<file path="config.mk">
export PLATFORM = sky130hd
export DESIGN_NAME = rx_frame_controller
export DESIGN_NICKNAME = d
export VERILOG_FILES = /design/src/rtl/rx_frame_controller.sv
export SDC_FILE = /design/constraint.sdc
export NUM_CORES = 1
export LEC_CHECK = 0
export ABC_CLOCK_PERIOD_IN_PS = 4000
export CAP_MARGIN = 20
export CORE_ASPECT_RATIO = 0.8
export CORE_MARGIN = 1.5
export CORE_UTILIZATION = 59
export CTS_CLUSTER_SIZE = 40
export DETAILED_ROUTE_END_ITERATION = 8
export PLACE_DENSITY_LB_ADDON = 0.08
export SKIP_LAST_GASP = 1
export SLEW_MARGIN = 5
export SYNTH_ARGS = -nofsm -noshare
export SYNTH_HDL_FRONTEND = slang
export SYNTH_SLANG_ARGS = --single-unit
</file>
<file path="constraint.sdc">
create_clock -name clk -period 4 [get_ports clk]
set_input_delay 0.8 -clock clk [delete_from_list [all_inputs] [get_ports clk]]
set_output_delay 0.8 -clock clk [all_outputs]
set_load 0.01 [all_outputs]
</file>
<file path="src/rtl/rx_frame_controller.sv">
// Receive-side frame sequencer: arms on enable, then walks signal/preamble/Barker detection
// into frame reception under a shared wait timer, keeping frame and timeout statistics.
module rx_frame_controller #(
  parameter int TIMEOUT_WIDTH = 16,
  parameter int PD_TIMEOUT    = 1000,
  parameter int BD_TIMEOUT    = 200,
  parameter int FRAME_TIMEOUT = 40000,
  parameter int CNT_WIDTH     = 16
) (
  input  logic                 clk,
  input  logic                 rst,
  input  logic                 enable,
  input  logic                 SD_in,
  input  logic                 PD_in,
  input  logic                 BD_in,
  input  logic                 BD_sgn_in,
  input  logic                 frame_done,
  output logic                 SD_flag,
  output logic                 PD_flag,
  output logic                 BD_flag,
  output logic                 BD_sgn,
  output logic                 det_clear,
  output logic                 busy,
  output logic [CNT_WIDTH-1:0] frame_cnt,
  output logic [CNT_WIDTH-1:0] timeout_cnt
);

  typedef enum logic [5:0] {
    S_IDLE    = 6'b000001,
    S_WAIT_SD = 6'b000010,
    S_WAIT_PD = 6'b000100,
    S_WAIT_BD = 6'b001000,
    S_RECV    = 6'b010000,
    S_FLUSH   = 6'b100000
  } state_e;

  localparam logic [TIMEOUT_WIDTH-1:0] PD_LAST    = TIMEOUT_WIDTH'(PD_TIMEOUT - 1);
  localparam logic [TIMEOUT_WIDTH-1:0] BD_LAST    = TIMEOUT_WIDTH'(BD_TIMEOUT - 1);
  localparam logic [TIMEOUT_WIDTH-1:0] FRAME_LAST = TIMEOUT_WIDTH'(FRAME_TIMEOUT - 1);

  state_e                   state_q, state_d;
  logic [TIMEOUT_WIDTH-1:0] timer_q, timer_d;
  logic                     sd_flag_q, sd_flag_d;
  logic                     pd_flag_q, pd_flag_d;
  logic                     bd_flag_q, bd_flag_d;
  logic                     bd_sgn_q, bd_sgn_d;
  logic                     det_clear_q, det_clear_d;
  logic                     busy_q, busy_d;
  logic [CNT_WIDTH-1:0]     frame_cnt_q, frame_cnt_d;
  logic [CNT_WIDTH-1:0]     timeout_cnt_q, timeout_cnt_d;
  logic                     frame_inc, timeout_inc;

  always_comb begin
    state_d     = state_q;
    timer_d     = '0;
    pd_flag_d   = pd_flag_q;
    bd_flag_d   = 1'b0;
    bd_sgn_d    = bd_sgn_q;
    frame_inc   = 1'b0;
    timeout_inc = 1'b0;
    case (state_q)
      S_IDLE: begin
        if (enable) state_d = S_WAIT_SD;
      end
      S_WAIT_SD: begin
        if (!enable)    state_d = S_IDLE;
        else if (SD_in) state_d = S_WAIT_PD;
      end
      // Detect wins over timeout in every wait state; a detect restarts the timer.
      S_WAIT_PD: begin
        timer_d = timer_q + 1'b1;
        if (PD_in) begin
          state_d   = S_WAIT_BD;
          pd_flag_d = 1'b1;
          timer_d   = '0;
        end else if (!SD_in) begin
          state_d = S_FLUSH;
        end else if (timer_q == PD_LAST) begin
          state_d     = S_FLUSH;
          timeout_inc = 1'b1;
        end
      end
      S_WAIT_BD: begin
        timer_d = timer_q + 1'b1;
        if (BD_in) begin
          state_d   = S_RECV;
          bd_flag_d = 1'b1;
          bd_sgn_d  = BD_sgn_in;
          timer_d   = '0;
        end else if (timer_q == BD_LAST) begin
          state_d     = S_FLUSH;
          timeout_inc = 1'b1;
        end
      end
      S_RECV: begin
        timer_d = timer_q + 1'b1;
        if (frame_done) begin
          state_d   = S_FLUSH;
          frame_inc = 1'b1;
        end else if (timer_q == FRAME_LAST) begin
          state_d     = S_FLUSH;
          timeout_inc = 1'b1;
        end
      end
      S_FLUSH: begin
        state_d = enable ? S_WAIT_SD : S_IDLE;
      end
      default: state_d = S_IDLE;
    endcase

    if (state_d == S_FLUSH) pd_flag_d = 1'b0;
    sd_flag_d     = SD_in && (state_d != S_IDLE);
    det_clear_d   = (state_d == S_FLUSH);
    busy_d        = (state_d inside {S_WAIT_PD, S_WAIT_BD, S_RECV});
    frame_cnt_d   = (frame_inc && (frame_cnt_q != '1)) ? frame_cnt_q + 1'b1 : frame_cnt_q;
    timeout_cnt_d = (timeout_inc && (timeout_cnt_q != '1)) ? timeout_cnt_q + 1'b1 : timeout_cnt_q;
  end

  always_ff @(posedge clk) begin
    if (rst) begin
      state_q       <= S_IDLE;
      timer_q       <= '0;
      sd_flag_q     <= 1'b0;
      pd_flag_q     <= 1'b0;
      bd_flag_q     <= 1'b0;
      bd_sgn_q      <= 1'b0;
      det_clear_q   <= 1'b0;
      busy_q        <= 1'b0;
      frame_cnt_q   <= '0;
      timeout_cnt_q <= '0;
    end else begin
      state_q       <= state_d;
      timer_q       <= timer_d;
      sd_flag_q     <= sd_flag_d;
      pd_flag_q     <= pd_flag_d;
      bd_flag_q     <= bd_flag_d;
      bd_sgn_q      <= bd_sgn_d;
      det_clear_q   <= det_clear_d;
      busy_q        <= busy_d;
      frame_cnt_q   <= frame_cnt_d;
      timeout_cnt_q <= timeout_cnt_d;
    end
  end

  assign SD_flag     = sd_flag_q;
  assign PD_flag     = pd_flag_q;
  assign BD_flag     = bd_flag_q;
  assign BD_sgn      = bd_sgn_q;
  assign det_clear   = det_clear_q;
  assign busy        = busy_q;
  assign frame_cnt   = frame_cnt_q;
  assign timeout_cnt = timeout_cnt_q;

endmodule
</file>
### After elaboration in Yosys (flattened, before gate mapping)

Index checks and enable logic that the tools add are counted.

| word-level totals | value |
|---|---|
| register bits | 60 |
| input bits | 8 |
| word-level logic and storage cells | 64 |

| cells by class | value |
|---|---|
| $add $sub $neg | 3 |
| eq/ne operators | 16 |
| mux-type cells | 26 |
| bitwise logic cells | 1 |
| reductions and logical operators | 8 |

Operators with widths:

| operator | number |
|---|---|
| $mux 6 | 10 |
| $add 16x1->16 const B | 3 |
| $pmux 16 s3 | 1 |
| $pmux 6 s6 | 1 |
| $mux 16 | 2 |
| $ne 16x16->1 const B | 2 |
| $eq 16x10->1 const B | 1 |
| $eq 16x16->1 const B | 1 |
| $eq 16x8->1 const B | 1 |
| $eq 6x3->1 const B | 2 |
| $eq 6x4->1 const B | 2 |
| $eq 6x5->1 const B | 2 |
| $eq 6x6->1 const B | 2 |
| $mux 1 | 10 |
| $eq 6x1->1 const B | 1 |
| $eq 6x2->1 const B | 1 |
| $ne 6x1->1 const B | 1 |
| $reduce_and 2->1 | 2 |
| $reduce_or 2->1 | 2 |
| $logic_and 1x1->1 | 3 |
| $pmux 1 s3 | 1 |
| $reduce_bool 3->1 | 1 |
| $mux 2 | 1 |
| $not 1->1 | 1 |

### Logic depth before layout (Yosys ltp)

Gate-level depths: netlist of run 1.

| depth | value |
|---|---|
| depth in word-level cells | 7 |
| depth in mapped cells | 8 |
| depth with buffers taken out | 6 |

### Least setup slack after synthesis of run 1

OpenSTA, ideal clock, no wires.

| timing | value |
|---|---|
| kind | flip-flop to flip-flop |
| start point | register timer_q[0] |
| end point | register timeout_cnt_q[10], in the netlist timeout_cnt[10] |
| library setup time | 123 ps |
| data arrival time | 2165 ps |
| required time | 3877 ps |
| slack | 1711 ps |
| stages on the path, launching flop included | 8 |
| path buffers | 1 |
| clock period less this slack | 2289 ps |
| path through | dfxtp_1 ha_1 or3b_2 nor4_1 a222oi_1 buf_6 nor4_2 mux2_1 |

| between the ends | value |
|---|---|
| longest elaborated chain between the ends | 6 |
| elaborated cells on any way between the ends | 12 |
| classes of those cells | 3 x eq/ne; 8 x mux; 1 x reduce/logical |

Ends and longest elaborated chain:

| item | RTL line | RTL |
|---|---|---|
| start, declared | 42 | `logic [TIMEOUT_WIDTH-1:0] timer_q, timer_d;` |
| start signal, assigned | 133 | `timer_q <= timer_d;` |
| $eq 16x10->1 | 78 | `end else if (timer_q == PD_LAST) begin` |
| $mux 1 | 78 |  |
| $mux 1 | 76 | `end else if (!SD_in) begin` |
| $mux 1 | 72 | `if (PD_in) begin` |
| $pmux 1 s3 (*) | 61 | `case (state_q)` |
| $logic_and 1x1->1 (*) | 116 | `timeout_cnt_d = (timeout_inc && (timeout_cnt_q != '1)) ? timeout_cnt_q + 1'b1 : timeout_cnt_q;` |
| end signal, assigned | 141 | `timeout_cnt_q <= timeout_cnt_d;` |
| end, declared | 50 | `logic [CNT_WIDTH-1:0] timeout_cnt_q, timeout_cnt_d;` |

Every way passes the cells marked *; elsewhere a longest branch is shown, timed or not.
A chain may end at the register's enable or synchronous reset.

### Worst setup path in the final report of run 1

| timing | value |
|---|---|
| start point | register timer_q[0] |
| end point | register timeout_cnt_q[9], in the netlist timeout_cnt[9] |

The elaborated chain is that of the path after synthesis.

==> summary by stage, run 1 <==
Logic synthesis
The number of synthesized flops with an enable pin is 0. For this run, the leading register cell type out of synthesis is dfxtp_1. Yosys attributes the largest share of cell area to dfxtp_1 (38%), nor2_1 (5.9%), xnor2_1 (5.2%). The adder and majority cell fraction of the synthesized area is 1.57%.

The fraction of the mapped netlist area in compound gates is 9.82%. The share of synthesized cell area in and, or, nand and nor gates is 36.7%. The cell area after synthesis is 3180 um2. The number of synthesized register bits is 60.

After synthesis, the largest family of logic cells by area is simple AND/OR/NAND/NOR gates. Sequential cells were found to cover between 30% and 40% of the synthesized design area. The xor and xnor fraction of the mapped netlist area is 7.70%.

The largest total area in the synthesized netlist belongs to dfxtp_1. The number of library cell types mapped by synthesis is 62. The count of warnings emitted by yosys is 0.

The synthesized net count is 376. The portion of synthesized cell area occupied by the leading cell type is 37.7%. A synthesized cell averages around 8.7 um2. Measured against the total synthesized area, the mux share comes to 3.10%. For this run, asynchronously set or reset flops after synthesis account for 0%. The cell count after synthesis came out at 364.

Critical path
Among cell families on the critical path, the largest total delay comes from simple AND/OR/NAND/NOR gates. The worst setup path endpoint is timeout_cnt[9]$_SDFFE_PP0P_. In this run the register-to-register setup slack is 1440 ps. The critical path goes through ha_1 > or3b_2 > nor4_1 > a222oi_1 > buf_4 > nor4_4 > mux2_1. Counting both buffers and inverters, the worst setup path holds a total of 1. The startpoint of the worst register-to-register path is timer_q[0]$_SDFF_PP0_.

STA classifies the critical path startpoint as a register. The cell count of the worst reg-to-reg path is 7. The largest individual stage delay along the critical path comes from the cell or3b_2. In this run the worst path has a maximum fanout of 24.

The biggest cell delay along the critical path is ~470 ps. The end of the worst register-to-register path is timeout_cnt[9]$_SDFFE_PP0P_. The total number of cells along the worst setup path is 7. The worst setup path startpoint is timer_q[0]$_SDFF_PP0_. STA classifies the critical path endpoint as a register. The critical path is of the register to register type.

At the worst endpoint, the required time is 4230 ps. The arrival time reported for the critical path endpoint is 2790 ps.

Global route
The number of antenna violations at the first check in global routing is 0. The global-route wire length before repair is 11.8 mm. The number of global-route vias before repair is ~2500. The pin count of the biggest net entering global routing is 25. After global routing the overflow that remains totals 0. The total routing usage reported by global routing is between 20% and 30%.

CTS
Clock tree synthesis selected as its root buffer the cell clkbuf_8. After clock tree synthesis, the flow added hold-fix buffers numbering 0. The CTS sink count is 60. Buffers added to address setup during post-CTS repair amount to 0. The total number of H-tree levels is 3.

Counting along the longest clock path gives a buffer depth of 2. In this run, post-CTS repair resized a total of 0 instances. The latest clock arrival within the worst-skew pair is ~350 ps. Clock tree synthesis inserted a total of 9 buffers.

The CTS clock-pin slew for the worst setup and hold paths is 70 ps. TritonCTS built the clock tree.

Drt
The final route contains 2899 vias. After detailed routing, the number of remaining DRC violations is 4. The residual antenna-violating net count after detailed routing is 0. Using the TritonRoute via totals, the vias-per-cell ratio works out to just over 6. In the final routed layout, each cell accounts on average for 15.3 um. The detailed router finished its first iteration with between 200 and 250 violations. The first detailed-routing pass took 8 iterations. The total wire length is 7.27 mm.

STA
Setup repair after global routing left no endpoint under its margin. The worst-margin pin slew is 1020 ps. In this run the tightest slew margin relative to its limit is 31.9%. The smallest clock period supported by the final layout is computed as 2560 ps. In the post-route analysis, the smallest setup slack over all paths is approximately 1400 ps. The final period utilization is 64.1%. The final setup violation count is 0. The setup TNS after final layout is 0 ps. The worst-case clock skew is around 8.6 ps.

The peak clock frequency supported by timing is 390 MHz. The number of slew-limit violations in the final report is 0. The minimum hold slack is 505 ps. The hold violation total from the final report is 0.

Cells and area
The library cells used most frequently in the layout, excluding fill and tap cells, are dfxtp_1 (60), nor2_1 (50), clkdlybuf4s50_1 (45). Cells with a size suffix above 1 make up 10.2% of the layout. The count of nets after finishing is 420. The count of cells in the finished layout, fillers not included, comes to 475. Leaving out fill and tap cells, the most frequent cell in the layout is dfxtp_1.

After routing the design area is 3850 um2. 0 antenna diodes ended up in the layout. The filler cells instantiated in the layout total 407. The area growth from synthesis to layout is 20.9%.

Outcome
The final reports fail on design-rule violations. The flow ran to the end, but the final reports show violations.

Placed design
Timing analysis after detailed placement gives a worst setup slack of 1210 ps. The estimated wirelength of the detail-placed design is 5.07 mm. The placed standard-cell area is 3660 um2. The number of placed instances, taps included, is 459.

The last weighted congestion value of the routability-driven placer is 0.949. The count of input and output buffers is 45.

Die
The die outline height is around 70 um. The count of pins on the block boundary is 46. The floorplan step defined a core boundary enclosing 5090 um2. The initial cell density of the core is 62.5%. In this run the horizontal extent of the chip is 85.1 um. In this run the core area contains 23 standard-cell rows. The floorplan die area is 5850 um2.

Worst hold path
The worst hold path belongs to the class register to register.

Power
Dividing total power by cell area gives a power density of between 300 and 400 nW/um2. The standby leakage power is approximately 1.2 nW. The worst IR drop on VDD is 0.251 mV.

Job
The max-cap violation count is 0.
[through the flow]
stage	util (%)	power (mW)
2_1_floorplan	-	0.641
3_3_place_gp	71.8	0.656
3_5_place_dp	71.8	0.657
4_1_cts	75.6	1.19
5_1_grt	75.6	1.23
6_report	75.6	1.18
[cells in the mapped netlist (2+ instances only)]
library cell and count:
a2111oi_0 4, a211oi_1 2, a21o_1 2, a21oi_1 13, a31oi_1 2, and3_1 5
and4_1 4, and4b_2 2, buf_2 2, clkbuf_1 10, dfxtp_1 60, ha_1 4
inv_1 8, mux2_1 6, mux2i_1 2, nand2_1 13, nand2b_1 2, nand3_1 22
nand3b_1 2, nand4_1 16, nand4b_1 2, nor2_1 50, nor2b_1 15, nor3_1 11
nor3b_1 3, nor4_1 9, nor4_2 5, nor4_4 2, nor4b_1 2, o21ai_0 11
o21bai_1 2, o31ai_1 3, or2_2 3, or3_1 5, or3b_2 3, or4_1 4
or4b_2 2, xnor2_1 19, xor2_1 9
[cell type report]
type                    count  area [um2]  share of cell area [%]
clock inverters             6        65.1                    1.69
repair buffers             48         473                    12.3
flip-flops and latches     60        1200                    31.2
clock buffers              10         128                    3.32
multi-input cells         281        1870                    48.7
well taps                  62        77.6                    2.02
inverters                   8        30.0                   0.780
[worst reg2reg max path, delay by kind of cell (launching register included)]
family	cells	cell delay, ps
compound gates	1	180
fa+ha+maj	1	270
buf+inv	1	240
flops	1	450
mux	1	340
simple gates	3	980
[state kept, by name, indices dropped and copies added (netlist names)]
name         flops
frame_cnt       16
SD_flag          1
det_clear        1
state_q          6
busy             1
timer_q         16
BD_sgn           1
BD_flag          1
timeout_cnt     16
PD_flag          1
[cell families after synthesis]
kind of cell,count (synthesis)
AND/OR/NAND/NOR,192
flip-flops,60
AO/OA/AOI/OAI,48
XOR/XNOR,28
buffers and inverters,23
multiplexers,9
adder cells (fa/ha/maj),4
[layer usage]
metal	global-route usage, %	share of wire [%]	vias up	routed length [um]
met3	7.86	7.4	8	538
met5	0	0	-	0
met2	39.6	44	114	3220
li1	-	-	1425	-
met4	6.35	0.78	0	57
met1	36.7	47	1352	3450
[how the worst min path moves through the flow]
stage                     startpoint                     to  slack, ps  cells after the start
2_1_floorplan  timer_q[0]$_SDFF_PP0_  timer_q[0]$_SDFF_PP0_        470                      1
4_1_cts          BD_sgn$_SDFFE_PP0P_    BD_sgn$_SDFFE_PP0P_        510                      2
5_1_grt        timer_q[0]$_SDFF_PP0_  timer_q[0]$_SDFF_PP0_        560                      1
3_3_place_gp     BD_sgn$_SDFFE_PP0P_    BD_sgn$_SDFFE_PP0P_        480                      2
3_5_place_dp     BD_sgn$_SDFFE_PP0P_    BD_sgn$_SDFFE_PP0P_        500                      2
6_report         BD_sgn$_SDFFE_PP0P_    BD_sgn$_SDFFE_PP0P_        500                      2
[where the power goes]
part	total (mW)	internal [mW]	switching [mW]
logic	0.0404	0.0180	0.0224
registers	0.604	0.600	0.00395
clock network	0.539	0.286	0.252
No activity file was read; power rests on OpenSTA's default activity.
==> inputs of run 2 (changes only) <==
ABC_CLOCK_PERIOD_IN_PS = 2200   (was 4000)
CORE_UTILIZATION = 49   (was 59)
clock period = 2.2 ns   (was 4 ns; I/O delays follow)
==> run 2 against run 1 <==
Maximum frequency increased by 13%. Routed wire length increased by 11%. Largest cell class unchanged. The run ends with negative setup slack left. Clock power increased by 110%.
==> summary by stage, run 2 (synthesized netlist as in run 1, its figures left out) <==
STA
The minimum hold slack is 502 ps (was 505 ps). The hold violation total from the final report is 0 (unchanged). The peak clock frequency supported by timing is 441 MHz (was 390 MHz).

The clock period minus worst slack is 2270 ps (was 2560 ps). The number of slew-limit violations in the final report was 0 (unchanged). The worst-case clock skew is 6.19 ps (was 8.58 ps). The smallest setup slack after layout is -67.5 ps (was 1440 ps). The headroom to the max-slew limit is 60.4% (was 31.9%). Unrepaired setup endpoints after global routing: yes (was no). The final setup violation count came to 7 (was 0).

The worst-margin pin slew came to 594 ps (was 1020 ps). The final period utilization is 103% (was 64.1%).

Drt
The average wire per cell in the routed design is 14.8 um (was 15.3 um). The number of iterations in the first detailed-routing pass is 5 (was 8). The number of vias after detailed routing was 3107 (was 2899). The mean number of vias per cell is 5.68 (was 6.10).

The remaining routing DRC violations is 0 (was 4). The total wire length was 8.07 mm (was 7.27 mm). The number of DRC markers in iteration 0 is 136 (was 230). The residual antenna-violating net count after detailed routing was 0 (unchanged).

Power
The standby leakage power was 1.54 nW (was 1.20 nW). The overall power consumption is 2.33 mW (was 1.18 mW). The power density of the placed cells is 524 nW/um2 (was 307 nW/um2). The worst IR drop on VDD is 0.409 mV (was 0.251 mV).

Global route
The global-route wire length before repair is 12.9 mm (was 11.8 mm). The total routing usage reported by global routing is 23.7% (was 26.2%). The remaining global-route overflow is 0 (unchanged). The pin count of the biggest net entering global routing came to 34 (was 25).

The number of antenna violations at the first check in global routing is 0 (unchanged). The number of global-route vias before repair is 2658 (was 2467).

Die
The number of placement rows is 26 (was 23). The initial cell density of the core is 50.2% (was 62.5%). The floorplan die area is 6990 um2 (was 5850 um2). The count of pins on the block boundary is 46 (unchanged). The die outline height is 75.1 um (was 68.7 um). The width of the chip is 93.1 um (was 85.1 um).

The floorplan core area is 6340 um2 (was 5090 um2).

CTS
The CTS clock-pin slew for the worst setup and hold paths is 70 ps (about the same). The number of buffers between clock root and the deepest sink is 2 (unchanged). The clock tree root driver cell is clkbuf_8 (unchanged). The number of CTS-inserted buffers is 9 (unchanged). The CTS sink count is 60 (unchanged). The latest clock arrival within the worst-skew pair is 330 ps (was 350 ps). The total number of H-tree levels is 3 (unchanged).

The clock tree from TritonCTS is built (unchanged). The count of hold buffers inserted by post-cts repair is 0 (unchanged).

Critical path
The reg-to-reg setup timing slack is -70 ps (was 1440 ps). The nature of the critical path startpoint is a register (unchanged). The arrival time reported for the critical path endpoint is 2520 ps (was 2790 ps).

The sort of element at the end of the critical path is a register (unchanged). The end of the worst register-to-register path is timeout_cnt[4]$_SDFFE_PP0P_ (was timeout_cnt[9]$_SDFFE_PP0P_). The highest fanout seen on the critical path is 5 (was 24). The cell count of the worst reg-to-reg path is 7 (unchanged). The critical setup path kind is register to register (unchanged). The startpoint of the worst register-to-register path is timer_q[11]$_SDFF_PP0_ (was timer_q[0]$_SDFF_PP0_). The worst endpoint required time is 2460 ps (was 4230 ps).

Worst hold path
The worst hold path stage count came to 2 (unchanged). The destination of the worst hold path is BD_sgn$_SDFFE_PP0P_ (unchanged). The launch instance of the worst min-delay path is BD_sgn$_SDFFE_PP0P_ (unchanged). The class of the tightest hold or removal check is register to register (unchanged).

Cells and area
The post-synthesis to final-layout area growth is 39.7% (was 20.9%). The number of fill cells was 531 (was 407). The share of layout cells above drive strength 1 is 24.6% (was 10.2%). The utilization after layout is 70.1% (was 75.6%).

The number of standard cells in the final layout excluding fillers is 547 (was 475). The total inserted antenna cells was 0 (unchanged). The count of nets after finishing is 470 (was 420). Commonest non-fill, non-tap cells in the layout: dfxtp_1 (54), buf_4 (51), nor2_1 (50) (was dfxtp_1 (60), nor2_1 (50), clkdlybuf4s50_1 (45)). The most common cell after layout, fill and taps aside was dfxtp_1 (unchanged).

Placed design
The number of placed instances with taps included is 526 (was 459). The last weighted congestion value of the routability-driven placer is 0.944 (was 0.949). The estimated wirelength of the detail-placed design is 5.62 mm (was 5.07 mm). The count of input and output buffers is 45 (unchanged).

Job
The max-cap violation count came to 0 (unchanged).

Outcome
Failing checks: negative setup slack (was design-rule violations). Run status: complete, but fails checks (unchanged).
-- run 2: changes by cell type in the layout (fill, tap and decap cells not counted), sizes merged --
cell	previous run	this run
bufinv	1	2
clkdlybuf4s50	45	43
buf	3	54
dlymetal6s2s	0	1
clkinv	1	2
clkbuf	10	12
clkinvlp	4	0
-- run 2: worst max-delay path, stage by stage, from the launching register on --
cell and delay (ps):
dfxtp_1 330, or4b_4 590, nor4_4 250, a222oi_1 180
buf_4 220, buf_6 130, or3_4 360, a21oi_2 140
-- run 2: how the worst max path moves through the flow --
| stage | cells past startpoint | endpoint | slack [ps] | start |
|---|---|---|---|---|
| global route | 7 | timeout_cnt[4]$_SDFFE_PP0P_ | -130 | timer_q[11]$_SDFF_PP0_ |
| finish | 7 | timeout_cnt[4]$_SDFFE_PP0P_ | -70 | timer_q[11]$_SDFF_PP0_ |
| CTS | 6 | timeout_cnt[10]$_SDFFE_PP0P_ | -60 | timer_q[4]$_SDFF_PP0_ |
| global placement | 6 | timeout_cnt[10]$_SDFFE_PP0P_ | -110 | BD_in |
| detailed placement | 6 | timeout_cnt[14]$_SDFFE_PP0P_ | -150 | BD_in |
| floorplan | 6 | timeout_cnt[10]$_SDFFE_PP0P_ | -7 | timer_q[11]$_SDFF_PP0_ |
-- run 2: power breakdown --
part / switching (mW) / internal [mW]
clock: 0.422 / 0.727
sequential: 0.00616 / 1.09
combinational: 0.0463 / 0.0386
total: 0.474 / 1.86
-- run 2: cell type report --
class	instances	area [um2]	share of cell area (%)
clock buffer	12	165	3.71
multi-input combinational	281	2010	45.3
tap	84	105	2.36
inverter	8	30.0	0.675
timing repair buffer	98	853	19.2
sequential	60	1210	27.2
clock inverter	4	70.1	1.58
-- run 2: stage by stage --
| step | setup TNS [ps] | setup slack, ps | instance area [um2] |
|---|---|---|---|
| 3_5_place_dp | -1490 | -151 | 4030 |
| 4_1_cts | -534 | -62.8 | 4330 |
| 5_1_grt | -1150 | -133 | 4450 |
| 2_1_floorplan | -6.58 | -6.58 | 3200 |
| 6_report | -181 | -67.5 | 4450 |
| 3_3_place_gp | -1020 | -108 | 4030 |
-- run 2: what timing repair did --
item	CTS	global route
gates cloned	2	0
setup buffers	2	2
endpoints found under the setup margin	15	16
gates resized for setup	10	28
pin swaps	8	20
-- run 2: metal layers --
layer | GRT usage [%] | share of wire [%]
met3 | 5.66 | 5.6
met2 | 34.2 | 43
met1 | 34.6 | 50
met4 | 7.91 | 1.2
met5 | 0 | 0
